`src/rtl/fifo_arb_pkg.sv`:
```
// Shared defaults and state encoding for the fifo write arbiter.
package fifo_arb_pkg;

   localparam int NREQ_DEF      = 4;
   localparam int DW_DEF        = 8;
   localparam int DEPTH_DEF     = 64;
   localparam int BURST_LEN_DEF = 4;

   // Arbiter states: ARB searches all requesters, HOLD locks onto one burst owner.
   localparam logic [0:0] ARB  = 1'b0;
   localparam logic [0:0] HOLD = 1'b1;

endpackage

```
`src/rtl/fifo_wr_arbiter_rr_pick.sv`:
```
// rr_pick: combinational rotating-priority search. Returns the first set
// request at or above ptr, wrapping from NREQ-1 back to 0, as a one-hot
// vector plus its index. Both outputs are zero when no request is set.
module rr_pick
   import fifo_arb_pkg::*;
#(
   parameter int NREQ = NREQ_DEF,
   parameter int PW   = (NREQ > 1) ? $clog2(NREQ) : 1
) (
   input  logic [NREQ-1:0] req,
   input  logic [PW-1:0]   ptr,
   output logic [NREQ-1:0] onehot,
   output logic [PW-1:0]   idx
);

   logic [PW-1:0] cand;
   logic          found;

   // Walk the requesters starting at ptr and latch the first one found.
   always_comb begin
      onehot = '0;
      idx    = '0;
      found  = 1'b0;
      cand   = '0;
      for (int off = 0; off < NREQ; off++) begin
         cand = PW'((int'(ptr) + off) % NREQ);
         if (!found && req[cand]) begin
            found       = 1'b1;
            onehot[cand] = 1'b1;
            idx         = cand;
         end
      end
   end

endmodule

```
`src/rtl/fifo_wr_arbiter.sv`:
```
// fifo_wr_arbiter: round-robin arbiter feeding one downstream fifo write port.
// The grant is combinational; the fifo write strobe, data and winner index
// are registered one cycle later. Define FIFO_ARB_BURST_EN to let a winner
// keep the port for up to BURST_LEN consecutive beats.
module fifo_wr_arbiter
   import fifo_arb_pkg::*;
#(
   parameter int NREQ      = NREQ_DEF,
   parameter int DW        = DW_DEF,
   parameter int DEPTH     = DEPTH_DEF,
   parameter int BURST_LEN = BURST_LEN_DEF
) (
   input  logic               clk,
   input  logic               rst,
   input  logic [NREQ-1:0]    req,
   input  logic [NREQ*DW-1:0] req_data,
   input  logic [7:0]         fifo_count,
   output logic [NREQ-1:0]    gnt,
   output logic               fifo_wr_en,
   output logic [DW-1:0]      fifo_data,
   output logic [1:0]         grant_id
);

   localparam int PW = (NREQ > 1) ? $clog2(NREQ) : 1;

   logic [PW-1:0]   ptr_q, ptr_d;
   logic [PW-1:0]   eff_ptr;
   logic [NREQ-1:0] eligible;
   logic [NREQ-1:0] pick_onehot;
   logic [PW-1:0]   pick_idx;
   logic            space;
   logic            grant;
   logic [DW-1:0]   sel_data;

   logic            fifo_wr_en_q, fifo_wr_en_d;
   logic [DW-1:0]   fifo_data_q, fifo_data_d;
   logic [1:0]      grant_id_q, grant_id_d;

   function automatic logic [PW-1:0] next_idx(input logic [PW-1:0] i);
      return PW'((int'(i) + 1) % NREQ);
   endfunction

   // Room exists only if the write already in flight still leaves a free slot.
   assign space = ({1'b0, fifo_count} + {8'd0, fifo_wr_en_q}) < 9'(DEPTH);

`ifdef FIFO_ARB_BURST_EN
   localparam int BW = $clog2(BURST_LEN + 1);

   logic [0:0]      state_q, state_d;
   logic [BW-1:0]   beat_q, beat_d;
   logic [PW-1:0]   hold_id_q, hold_id_d;
   logic [NREQ-1:0] hold_mask;
   logic            in_hold;

   // While the burst owner still requests, only it is eligible; once it drops
   // we arbitrate in the same cycle starting just past the owner.
   always_comb begin
      hold_mask = '0;
      for (int i = 0; i < NREQ; i++) begin
         hold_mask[i] = (hold_id_q == PW'(i));
      end
      in_hold = (state_q == HOLD) && (|(req & hold_mask));
      if (in_hold) begin
         eligible = req & hold_mask;
         eff_ptr  = hold_id_q;
      end else if (state_q == HOLD) begin
         eligible = req;
         eff_ptr  = next_idx(hold_id_q);
      end else begin
         eligible = req;
         eff_ptr  = ptr_q;
      end
   end

   // Burst bookkeeping: count beats, release the lock at BURST_LEN, and stall
   // untouched when the fifo has no room.
   always_comb begin
      state_d   = state_q;
      beat_d    = beat_q;
      hold_id_d = hold_id_q;
      ptr_d     = eff_ptr;
      if (in_hold) begin
         ptr_d = ptr_q;
         if (grant) begin
            beat_d = beat_q + 1'b1;
            if (int'(beat_q) + 1 >= BURST_LEN) begin
               state_d = ARB;
               ptr_d   = next_idx(hold_id_q);
            end
         end
      end else begin
         state_d = ARB;
         if (grant) begin
            if (BURST_LEN <= 1) begin
               ptr_d = next_idx(pick_idx);
            end else begin
               state_d   = HOLD;
               hold_id_d = pick_idx;
               beat_d    = BW'(1);
            end
         end
      end
   end

   // Burst state registers; reset abandons any burst in progress.
   always_ff @(posedge clk or negedge rst) begin
      if (!rst) begin
         state_q   <= ARB;
         beat_q    <= '0;
         hold_id_q <= '0;
      end else begin
         state_q   <= state_d;
         beat_q    <= beat_d;
         hold_id_q <= hold_id_d;
      end
   end
`else
   // Plain round robin: everyone is eligible and the pointer moves past each winner.
   always_comb begin
      eligible = req;
      eff_ptr  = ptr_q;
      ptr_d    = grant ? next_idx(pick_idx) : ptr_q;
   end
`endif

   rr_pick #(
      .NREQ (NREQ),
      .PW   (PW)
   ) u_pick (
      .req    (eligible),
      .ptr    (eff_ptr),
      .onehot (pick_onehot),
      .idx    (pick_idx)
   );

   // The grant is suppressed while in reset or when the fifo cannot take a beat.
   always_comb begin
      gnt   = (rst && space) ? pick_onehot : '0;
      grant = |gnt;
   end

   // Select the winner's data slice without a variable-width part select.
   always_comb begin
      sel_data = '0;
      for (int i = 0; i < NREQ; i++) begin
         if (pick_idx == PW'(i)) begin
            sel_data = req_data[i*DW +: DW];
         end
      end
   end

   // Next values for the registered fifo write port; data and id hold when idle.
   always_comb begin
      fifo_wr_en_d = grant;
      fifo_data_d  = grant ? sel_data : fifo_data_q;
      grant_id_d   = grant ? 2'(pick_idx) : grant_id_q;
   end

   // Output and pointer registers.
   always_ff @(posedge clk or negedge rst) begin
      if (!rst) begin
         ptr_q        <= '0;
         fifo_wr_en_q <= 1'b0;
         fifo_data_q  <= '0;
         grant_id_q   <= '0;
      end else begin
         ptr_q        <= ptr_d;
         fifo_wr_en_q <= fifo_wr_en_d;
         fifo_data_q  <= fifo_data_d;
         grant_id_q   <= grant_id_d;
      end
   end

   assign fifo_wr_en = fifo_wr_en_q;
   assign fifo_data  = fifo_data_q;
   assign grant_id   = grant_id_q;

endmodule
```
`config.mk`:
```
export PLATFORM = sky130hd
export DESIGN_NAME = fifo_wr_arbiter
export DESIGN_NICKNAME = d
export VERILOG_FILES = /design/src/rtl/fifo_arb_pkg.sv /design/src/rtl/fifo_wr_arbiter_rr_pick.sv /design/src/rtl/fifo_wr_arbiter.sv
export SDC_FILE = /design/constraint.sdc
export NUM_CORES = 1
export LEC_CHECK = 0
export ABC_AREA = 0
export BUFFER_PORTS_ARGS = -buffer_cell sky130_fd_sc_hd__buf_2
export CORE_ASPECT_RATIO = 0.75
export CORE_MARGIN = 2
export CORE_UTILIZATION = 43
export DETAILED_ROUTE_END_ITERATION = 16
export PLACE_DENSITY = 0.76
export SYNTH_ARGS = -nofsm -noshare
export SYNTH_HDL_FRONTEND = slang
export SYNTH_SLANG_ARGS = --single-unit
```
`constraint.sdc`:
```
create_clock -name clk -period 3.6 [get_ports clk]
set_input_delay 0.36 -clock clk [delete_from_list [all_inputs] [get_ports clk]]
set_output_delay 0.36 -clock clk [all_outputs]
set_load 0.02 [all_outputs]
```
==> flow_metrics.py <==
metrics = {
    "placed_design": {
        "dp.cells": 243,
        "portBuffers": 60,
        "gp_congestion": 0.8069,
        "dp_hpwl_um": 2692,
    },
    "job": {
        "cap_violations": 0,
    },
    "yosys": {
        "synth_nets": 206,
        "synth.distinct_cells": 41,
        "yosysSeqAreaShare_pct": 22.89,
        "ys.flop_type": "dfrtp_1",
        "synth_area_leader_cell": "dfrtp_1",
        "synth.avg_cell_area_um2": 9.539,
        "synth_area_leaders": "dfrtp_1 23%, ha_1 9.7%, mux2_4 6.3%",
        "syn_area_mm2": 0.001421,
        "synth_top_area_share_pct": 22.89,
        "synth-async-reset-ratio_pct": 100.0,
        "synth-seq-cells": 13,
        "yosysWarnings": 0,
        "syn-instance-count": 149,
        "synth_edf_count": 0,
    },
    "cts": {
        "cts_root_buffer": "clkbuf_8",
        "insertion_delay_ns": 0.24,
        "path_clk_slew_ns": 0.06,
        "clockBufferDepth": 2,
        "htreeDepth": 1,
        "cts_setup_buffers": 0,
        "cts_tree": "built",
        "cts_inserted_buffers": 3,
        "ctsResizeCount": 0,
        "cts.sinks": 13,
        "cts_hold_buf": 0,
    },
    "worst_hold_path": {
        "min_path_type": "primary input to asynchronous set/reset pin",
    },
    "setup_path": {
        "cp_max_fo": 9,
        "r2r-end": "fifo_data[6]",
        "ff2ff_path_depth": 14,
        "cp-end-kind": "flop",
        "reg2reg_slack_ns": 0.33,
        "rr_startpoint": "eff_ptr[0]",
        "path_class": "flop to flop",
        "startpoint_type": "flop",
        "cp.required_ns": 3.73,
        "critical_path_arrival_ns": 3.40,
    },
    "timing": {
        "hold_viol_final": 0,
        "final-setup-viol-count": 0,
        "slew_viol_final": 0,
        "grt_setup_unrepaired": "false",
        "min_period_ns": 3.274,
        "finalCritPeriodShare_pct": 90.95,
        "maxSlewHeadroom_pct": 66.22,
        "skew_ns": 0.002073,
        "fmax_mhz": 305.4,
        "setup_tns_ns": 0,
        "worst_slew_pin_slew_ns": 0.5067,
    },
    "status": {
        "status": "complete, no violations",
    },
    "detailed_routing": {
        "finalWirelength_um": 3470,
        "viasPerCell": 5.437,
        "vias": 1343,
        "drt_iter0_drc": 68,
        "ant_nets": 0,
        "drcViolationCount": 0,
        "drtPass1Iterations": 4,
        "wl_per_cell_um": 14.05,
    },
    "global_route": {
        "grt_pass1_vias": 1127,
        "antenna_found_initial": 0,
        "gr-total-overflow": 0,
        "grt_pass1_wl_um": 5313,
        "grtUsageTotal_pct": 17.87,
        "grt_max_degree": 17,
    },
    "floorplan": {
        "fp.coreArea_mm2": 0.003221,
        "fp.dieArea_mm2": 0.003786,
        "die_y_um": 53.79,
        "num_io_pins": 61,
        "rows": 18,
        "start_util_pct": 44.13,
        "die_w_um": 70.39,
    },
    "layout": {
        "layout.cells.non_filler": 247,
        "n_antenna_cell": 0,
        "nets": 265,
        "mostFrequentLayoutCells": "60 x buf_2, 13 x nand2_1, 13 x dfrtp_1",
        "drive_gt1_share_pct": 41.55,
        "num-fill-cells": 298,
        "final_common_cell": "buf_2",
        "areaGrowthSynthToFinish_pct": 25.09,
    },
    "power": {
        "leakagePower_uw": 0.0009149,
        "power_density_mw_per_mm2": 976.3,
        "ir_drop_uv": 593.9,
    },
}
## stage by stage
step	setup WS [ns]	total power [µW]	hold WS, ns	area, µm²	util, %
floorplan	0.2164	1259	0.06441	1421	-
global placement	0.4510	1569	0.2705	1733	53.81
detailed placement	0.3288	1584	0.2667	1733	53.81
global route	0.05711	1886	0.01221	1778	55.21
finish	0.3257	1736	0.0003142	1778	55.21
CTS	0.3157	1726	0.01069	1778	55.21
## report_power, final
part | switching [µW] | leakage, µW | internal [µW]
registers | 46.4 | 0.000160 | 212
clock network | 54.2 | 0.0000228 | 78.2
logic | 736 | 0.000732 | 609
total | 836 | 0.000915 | 899
## worst max-delay path by stage
stage | to | startpoint | cells after the start | slack (ns)
after floorplan | fifo_data[2] | eff_ptr[0] | 15 | 0.22
after global placement | fifo_data[1] | eff_ptr[0] | 13 | 0.45
after detailed placement | fifo_data[1] | eff_ptr[0] | 12 | 0.33
after CTS | fifo_data[1] | eff_ptr[0] | 13 | 0.32
after global routing | fifo_data[6] | eff_ptr[0] | 14 | 0.06
final | fifo_data[6] | eff_ptr[0] | 14 | 0.33
## critical path, cell delays in order, from the launching register on
cell,delay (ns)
dfrtp_1,0.52
inv_1,0.15
ha_1,0.42
mux4_2,0.36
nor2b_1,0.18
o21ai_0,0.08
and2_1,0.20
inv_1,0.12
ha_1,0.19
buf_4,0.16
nand3b_1,0.12
a21oi_1,0.06
a21oi_1,0.16
o21ai_0,0.12
mux2_4,0.30
## registers in the layout (all words and copies together) (netlist names)
name and count:
fifo_data 8, eff_ptr 2, grant_id 2, fifo_wr_en 1
## routing by layer
metal | track usage (%) | share of wire [%] | vias up
met5 | 0 | 0 | -
met4 | 3.846 | 0.81 | 0
met3 | 3.184 | 5.0 | 4
met1 | 27.35 | 51 | 634
li1 | - | - | 670
met2 | 26.10 | 43 | 35
## synth_stat cells (3+ instances only)
| library cell | instances |
|---|---|
| a211o_1 | 3 |
| a21oi_1 | 7 |
| a221oi_1 | 10 |
| buf_2 | 3 |
| clkbuf_1 | 3 |
| dfrtp_1 | 13 |
| ha_1 | 11 |
| inv_1 | 11 |
| mux2_2 | 5 |
| mux2_4 | 6 |
| mux2i_1 | 7 |
| mux4_2 | 3 |
| nand2_1 | 13 |
| nor2_1 | 4 |
| nor2b_1 | 9 |
| o21ai_0 | 5 |
| o31ai_1 | 7 |
## cell type report
class	instances	area, µm²	share of cell area (%)
sequential	13	325.3	18.30
multi-input combinational	113	970.9	54.61
inverter	11	41.29	2.322
tap	40	50.05	2.815
timing repair buffer	66	345.3	19.42
clock buffer	4	45.04	2.533
## cells by family after synthesis
family / after synthesis / share of synthesized area [%]
simple gates: 34 / 12.85
flops: 13 / 22.89
compound gates: 46 / 23.94
fa+ha+maj: 11 / 9.683
buf+inv: 23 / 8.803
mux: 22 / 21.83
No activity file was read; power rests on OpenSTA's default activity.
